## config.mk

```make
export PLATFORM = sky130hd
export DESIGN_NAME = pipe_stage_skid
export DESIGN_NICKNAME = d
export VERILOG_FILES = /design/src/rtl/pipe_stage_skid_pkg.sv /design/src/rtl/pipe_stage_skid_stall_counter.sv /design/src/rtl/pipe_stage_skid.sv
export SDC_FILE = /design/constraint.sdc
export NUM_CORES = 1
export LEC_CHECK = 0
export ABC_AREA = 1
export CORE_MARGIN = 2
export CORE_UTILIZATION = 47
export DETAILED_ROUTE_END_ITERATION = 7
export GPL_ROUTABILITY_DRIVEN = 1
export GPL_TIMING_DRIVEN = 0
export PLACE_DENSITY = 0.83
export SLEW_MARGIN = 20
export SYNTH_ARGS = -nofsm -noshare
export SYNTH_HDL_FRONTEND = slang
export SYNTH_SLANG_ARGS = --single-unit
```

## constraint.sdc

```tcl
create_clock -name clk -period 2.05 [get_ports clk]
set_clock_uncertainty 0.1 [all_clocks]
set_input_delay 0.205 -clock clk [delete_from_list [all_inputs] [get_ports clk]]
set_output_delay 0.205 -clock clk [all_outputs]
set_load 0.02 [all_outputs]
```

## src/rtl/pipe_stage_skid_pkg.sv

```systemverilog
// Shared definitions for the EX/MEM stage payload: width, field layout, NOP
// encoding and pack/unpack helpers used by producers and consumers of the beat.
package pipe_stage_skid_pkg;

  localparam int EXMEM_PAYLOAD_W = 197;

  // Field layout, MSB first: Instr, PC, PC4, PC8, ALUout, RT, RegAddr.
  localparam int REGADDR_LSB = 0;
  localparam int RT_LSB      = 5;
  localparam int ALUOUT_LSB  = 37;
  localparam int PC8_LSB     = 69;
  localparam int PC4_LSB     = 101;
  localparam int PC_LSB      = 133;
  localparam int INSTR_LSB   = 165;

  localparam logic [EXMEM_PAYLOAD_W-1:0] NOP_PAYLOAD = '0;

  typedef struct packed {
    logic [31:0] instr;
    logic [31:0] pc;
    logic [31:0] pc4;
    logic [31:0] pc8;
    logic [31:0] alu_out;
    logic [31:0] rt;
    logic [4:0]  reg_addr;
  } exmem_t;

  // Source of the next value written into the main slot.
  typedef enum logic [1:0] {
    LD_NONE = 2'd0,
    LD_IN   = 2'd1,
    LD_SKID = 2'd2
  } main_ld_e;

  function automatic logic [EXMEM_PAYLOAD_W-1:0] exmem_pack(input exmem_t f);
    logic [EXMEM_PAYLOAD_W-1:0] p;
    p = NOP_PAYLOAD;
    p[INSTR_LSB   +: 32] = f.instr;
    p[PC_LSB      +: 32] = f.pc;
    p[PC4_LSB     +: 32] = f.pc4;
    p[PC8_LSB     +: 32] = f.pc8;
    p[ALUOUT_LSB  +: 32] = f.alu_out;
    p[RT_LSB      +: 32] = f.rt;
    p[REGADDR_LSB +: 5]  = f.reg_addr;
    return p;
  endfunction

  function automatic exmem_t exmem_unpack(input logic [EXMEM_PAYLOAD_W-1:0] p);
    exmem_t f;
    f.instr    = p[INSTR_LSB   +: 32];
    f.pc       = p[PC_LSB      +: 32];
    f.pc4      = p[PC4_LSB     +: 32];
    f.pc8      = p[PC8_LSB     +: 32];
    f.alu_out  = p[ALUOUT_LSB  +: 32];
    f.rt       = p[RT_LSB      +: 32];
    f.reg_addr = p[REGADDR_LSB +: 5];
    return f;
  endfunction

endpackage

```

## src/rtl/pipe_stage_skid_stall_counter.sv

```systemverilog
// Saturating event counter for stall-cycle performance debug; cleared only by reset.
module pipe_stall_counter #(
  parameter int CNT_W = 16
) (
  input  logic             clk,
  input  logic             reset,
  input  logic             inc,
  output logic [CNT_W-1:0] cnt
);

  logic [CNT_W-1:0] cnt_q, cnt_d;

  always_comb begin
    cnt_d = cnt_q;
    // Stick at all-ones rather than wrapping so long stalls stay visible.
    if (inc && !(&cnt_q)) cnt_d = cnt_q + 1'b1;
  end

  always_ff @(posedge clk) begin
    if (reset) cnt_q <= '0;
    else       cnt_q <= cnt_d;
  end

  assign cnt = cnt_q;

endmodule

```

## src/rtl/pipe_stage_skid.sv

```systemverilog
// Flushable valid/ready pipeline register with a 2-entry skid buffer so that
// in_ready comes straight from a flop; bubbles present the all-zero NOP payload.
module pipe_stage_skid
  import pipe_stage_skid_pkg::*;
#(
  parameter int PAYLOAD_W = EXMEM_PAYLOAD_W,
  parameter int CNT_W     = 16
) (
  input  logic                 clk,
  input  logic                 reset,
  input  logic                 flush,
  input  logic                 in_valid,
  output logic                 in_ready,
  input  logic [PAYLOAD_W-1:0] in_payload,
  output logic                 out_valid,
  input  logic                 out_ready,
  output logic [PAYLOAD_W-1:0] out_payload,
  output logic [1:0]           occupancy,
  output logic [CNT_W-1:0]     stall_cnt
);

  logic                 main_v_q, main_v_d;
  logic                 skid_v_q, skid_v_d;
  logic [PAYLOAD_W-1:0] main_data_q, main_data_d;
  logic [PAYLOAD_W-1:0] skid_data_q, skid_data_d;

  logic     acc, pop, skid_ld, stall;
  main_ld_e main_ld;

  assign in_ready    = ~skid_v_q & ~reset;
  assign acc         = in_valid & in_ready;
  assign pop         = main_v_q & out_ready;
  assign out_valid   = main_v_q;
  assign out_payload = main_v_q ? main_data_q : '0;
  assign occupancy   = {1'b0, main_v_q} + {1'b0, skid_v_q};

  always_comb begin
    main_v_d    = main_v_q;
    skid_v_d    = skid_v_q;
    main_data_d = main_data_q;
    skid_data_d = skid_data_q;
    main_ld     = LD_NONE;
    skid_ld     = 1'b0;

    if (flush) begin
      main_v_d    = 1'b0;
      skid_v_d    = 1'b0;
      main_data_d = '0;
      skid_data_d = '0;
    end else begin
      if (!main_v_q) begin
        if (acc) begin
          main_ld  = LD_IN;
          main_v_d = 1'b1;
        end
      end else if (pop) begin
        // skid full implies in_ready=0, so no new beat competes with it here.
        if (skid_v_q) begin
          main_ld  = LD_SKID;
          skid_v_d = 1'b0;
        end else if (acc) begin
          main_ld  = LD_IN;
        end else begin
          main_v_d = 1'b0;
        end
      end else if (acc) begin
        skid_ld  = 1'b1;
        skid_v_d = 1'b1;
      end

      // Data flops only move when a slot is loaded; stale data behind a
      // cleared valid bit is masked at the output.
      case (main_ld)
        LD_IN:   main_data_d = in_payload;
        LD_SKID: main_data_d = skid_data_q;
        default: main_data_d = main_data_q;
      endcase
      if (skid_ld) skid_data_d = in_payload;
    end
  end

  always_ff @(posedge clk) begin
    if (reset) begin
      main_v_q    <= 1'b0;
      skid_v_q    <= 1'b0;
      main_data_q <= '0;
      skid_data_q <= '0;
    end else begin
      main_v_q    <= main_v_d;
      skid_v_q    <= skid_v_d;
      main_data_q <= main_data_d;
      skid_data_q <= skid_data_d;
    end
  end

  // A flushing cycle is not counted as a stall.
  assign stall = main_v_q & ~out_ready & ~flush;

  pipe_stall_counter #(
    .CNT_W (CNT_W)
  ) u_stall_cnt (
    .clk   (clk),
    .reset (reset),
    .inc   (stall),
    .cnt   (stall_cnt)
  );

endmodule
```

==> summary.txt <==
Setup path
  – R2R Setup Slk: -0.17 ns
  – Startpoint types: flop
  – Crit end category: flop
  – Worst Reg-to-Reg Cells: 12
  – Crit path largest cell delay: 0.35 ns
  – Crit path cell chain: buf_8 > clkbuf_16 > nand2_4 > nor2_4 > ha_4 > buf_8 > buf_12 > buf_12 > clkbuf_16 > a21oi_1 > o21ai_0 > inv_1
  – Data required, critical path: 2.47 ns
  – Setup Crit Path Kind: flop to flop
  – Reg2reg end: main_data_q[120]$_SDFFE_PP0P_
  – Cell depth of the worst setup path: 12
  – Crit path max fanout: 9
  – Bufs and invs on worst path: 7
  – Crit-path slowest cell: dfxtp_4
  – Worst Path Arrival: 2.63 ns
  – FF-to-FF Start: out_valid$_SDFF_PP0_
  – Largest delay contributor family on the critical path: buffers and inverters

Die
  – Die width: 212 µm
  – Site Rows: 76
  – Die outline height: 212 µm
  – Die Area: 45000 µm²
  – Starting Density: 47.4%
  – Top Ports: 419
  – Core Area: 43000 µm²

Power
  – PD cells: 657 nW/µm²
  – Worst vdd ir: 0.507 mV
  – Static Leak: 13.6 nW

Synthesis
  – Syn. warnings: 0
  – Post-Synthesis Cell Area: 20400 µm²
  – Largest family of logic cells by synthesized area: compound AO/OA/AOI/OAI gates
  – Adder-cell share of the synthesized area: 0.184%
  – Synth Area in Compound Gates: 25.3%
  – Post-synthesis simple-gate area fraction: 14.2%
  – Netlist cell types: 25
  – Mapped Avg Cell Area: 6.84 µm²
  – XOR/XNOR share of the synthesized area: 0.0430%
  – Yosys reg bits: 412
  – Multiplexer share of the synthesized area: 0%
  – Post-synthesis sequential area ratio: 40.5%
  – Syn nets: 3185
  – Synth Instances: 2980

Timing
  – Final Setup Violations: 274
  – Max frequency: 0.451 GHz
  – Rel. slew slack: 50.2%
  – Fin Setup TNS: -15.12 ns
  – Fin worst setup slack: -0.166 ns
  – Fin crit period: 2.22 ns
  – Unrepaired setup endpoints after global routing: yes
  – Final hold vios: 0
  – Slew @ Worst Pin: 0.747 ns
  – Fin. max-slew vios: 0
  – Final worst-path cycle share: 108%

Clocking
  – Clock Sinks: 412
  – Worst-path clk slew: 0.06 ns
  – CTS Buffer Depth: 3
  – TritonCTS Buffers: 45
  – Worst-Skew Late Latency: 0.56 ns
  – CTS tree: done
  – Root Buffer Master: clkbuf_16
  – H-tree Lvls: 2

Routing
  – Drt first pass iters: 5
  – DR vias: 20452
  – WL/cell: 16.1 µm
  – DRC: 0
  – Detailed Route Iter0 Violations: 1664
  – ANT nets after route: 0
  – Final wirelength: 65800 µm
  – DR vias/cell: 5.00

Layout
  – Layout cells sized above 1: 21.2%
  – Most common cell after layout, fill and taps aside: inv_1
  – Fin nets: 3679
  – Area growth, synth to finish: 38.1%
  – Final Non-Filler Cells: 4094
  – Most frequent cells in the layout: inv_1 (809), nor2_1 (437), dfxtp_1 (410)
  – Post-route cell area: 28100 µm²

GRT
  – First-pass GRT wire length: 95300 µm
  – Routing usage on met3: 5.69%
  – GR Util met2: 45.1%
  – Total Routing Usage GR: 26.7%
  – Busiest grt layer: met2
  – GRT overflow: 0
  – Largest net degree at the start of global routing: 14
  – Initial antenna violation count: 10
  – Number of global-route vias before repair: 18351
  – GR Layer Usage met1: 33.1%

Placed design
  – Port-buffer cells: 418
  – DP HPWL: 43900 µm
  – Global placement routability congestion: 0.881
  – Placed cell area: 25300 µm²
  – DP Cell Count: 3983

Flow run
  – Max-cap viol count: 0

Status
  – Status: complete, but fails checks
  – Failing checks: negative setup slack

Hold path
  – Hold path endpoint: skid_data_q[96]$_SDFFE_PP0P_
  – Hold path start: in_payload[96]
  – Min-Delay Path Class: primary input to flop
  – Hold depth: 3
==> flip-flops by register name, indices dropped and copies added (netlist names) <==
register	cells
u_stall_cnt.cnt	16
skid_v_q	1
skid_data_q	197
main_data_q	197
out_valid	1
==> logic make-up after synthesis <==
logic type | after synthesis
buffers and inverters | 1010
AND/OR/NAND/NOR | 751
flip-flops | 412
XOR/XNOR | 1
adder cells (fa/ha/maj) | 3
AO/OA/AOI/OAI | 803
==> per-stage QoR <==
step | hold slack [ns] | worst slack (ns) | total power, mW | utilization (%)
finish | 0.172 | -0.166 | 18.5 | 65.5
global placement | 0.351 | -1.17 | 9.85 | 59.0
CTS | 0.144 | -0.190 | 18.3 | 63.4
floorplan | 0.174 | -0.00396 | 9.11 | -
detailed placement | 0.358 | -1.22 | 9.87 | 59.0
global route | 0.177 | -0.250 | 19.0 | 65.4
==> synth_stat cells, drive strengths merged <==
master	instances	area share, %
nand2	285	5.3
a211oi	154	9.4
clkbuf	89	1.6
nand3b	1	0.037
nor3b	2	0.13
nor2	440	8.1
dfxtp	412	40
nand4	4	0.12
a31oi	1	0.031
xnor2	1	0.043
o21ai	244	6.0
nor3	2	0.049
buf	110	3.2
a21oi	404	9.9
ha	3	0.18
inv	811	15
nand3	17	0.44
==> per-layer routing <==
layer / share of wire (%) / vias up
li1: - / 10046
met1: 41 / 9447
met2: 47 / 788
met3: 8.0 / 159
met4: 4.2 / 12
met5: 0.14 / -
==> how the worst max path moves through the flow <==
stage                    startpoint                             to
5_1_grt        out_valid$_SDFF_PP0_  main_data_q[120]$_SDFFE_PP0P_
2_1_floorplan  out_valid$_SDFF_PP0_   main_data_q[10]$_SDFFE_PP0P_
3_5_place_dp                  reset   main_data_q[35]$_SDFFE_PP0P_
6_report       out_valid$_SDFF_PP0_  main_data_q[120]$_SDFFE_PP0P_
3_3_place_gp                  reset   main_data_q[76]$_SDFFE_PP0P_
4_1_cts        out_valid$_SDFF_PP0_                out_payload[35]
==> power breakdown <==
| part | internal, mW | switching (mW) | leakage [nW] |
|---|---|---|---|
| registers | 8.15 | 0.0815 | 3.34 |
| clock network | 5.08 | 3.34 | 0.753 |
| logic | 0.846 | 0.975 | 9.53 |
==> layout make-up <==
cell class | count | area, µm²
fill | 3547 | 14800
multi-input combinational | 1558 | 8570
sequential | 412 | 8250
timing repair buffer | 448 | 4150
inverter | 811 | 3040
buffer | 198 | 1860
clock buffer | 64 | 1320
tap | 585 | 732
clock inverter | 13 | 201
antenna | 5 | 12.5
==> worst register-to-register path: stages (launching register included) <==
cell and delay [ns]:
dfxtp_4 0.35, buf_8 0.14, clkbuf_16 0.18, nand2_4 0.08
nor2_4 0.11, ha_4 0.21, buf_8 0.14, buf_12 0.16
buf_12 0.17, clkbuf_16 0.17, a21oi_1 0.16, o21ai_0 0.14
inv_1 0.07
==> repair_timing <==
item | in CTS | in global routing
cloned | 3 | 15
buffers inserted | 4 | 8
setup endpoints to repair | 396 | 383
gates resized for setup | 721 | 588
pin swaps | 1 | 5
hold buffers | 0 | 0
No activity file was read; power rests on OpenSTA's default activity.
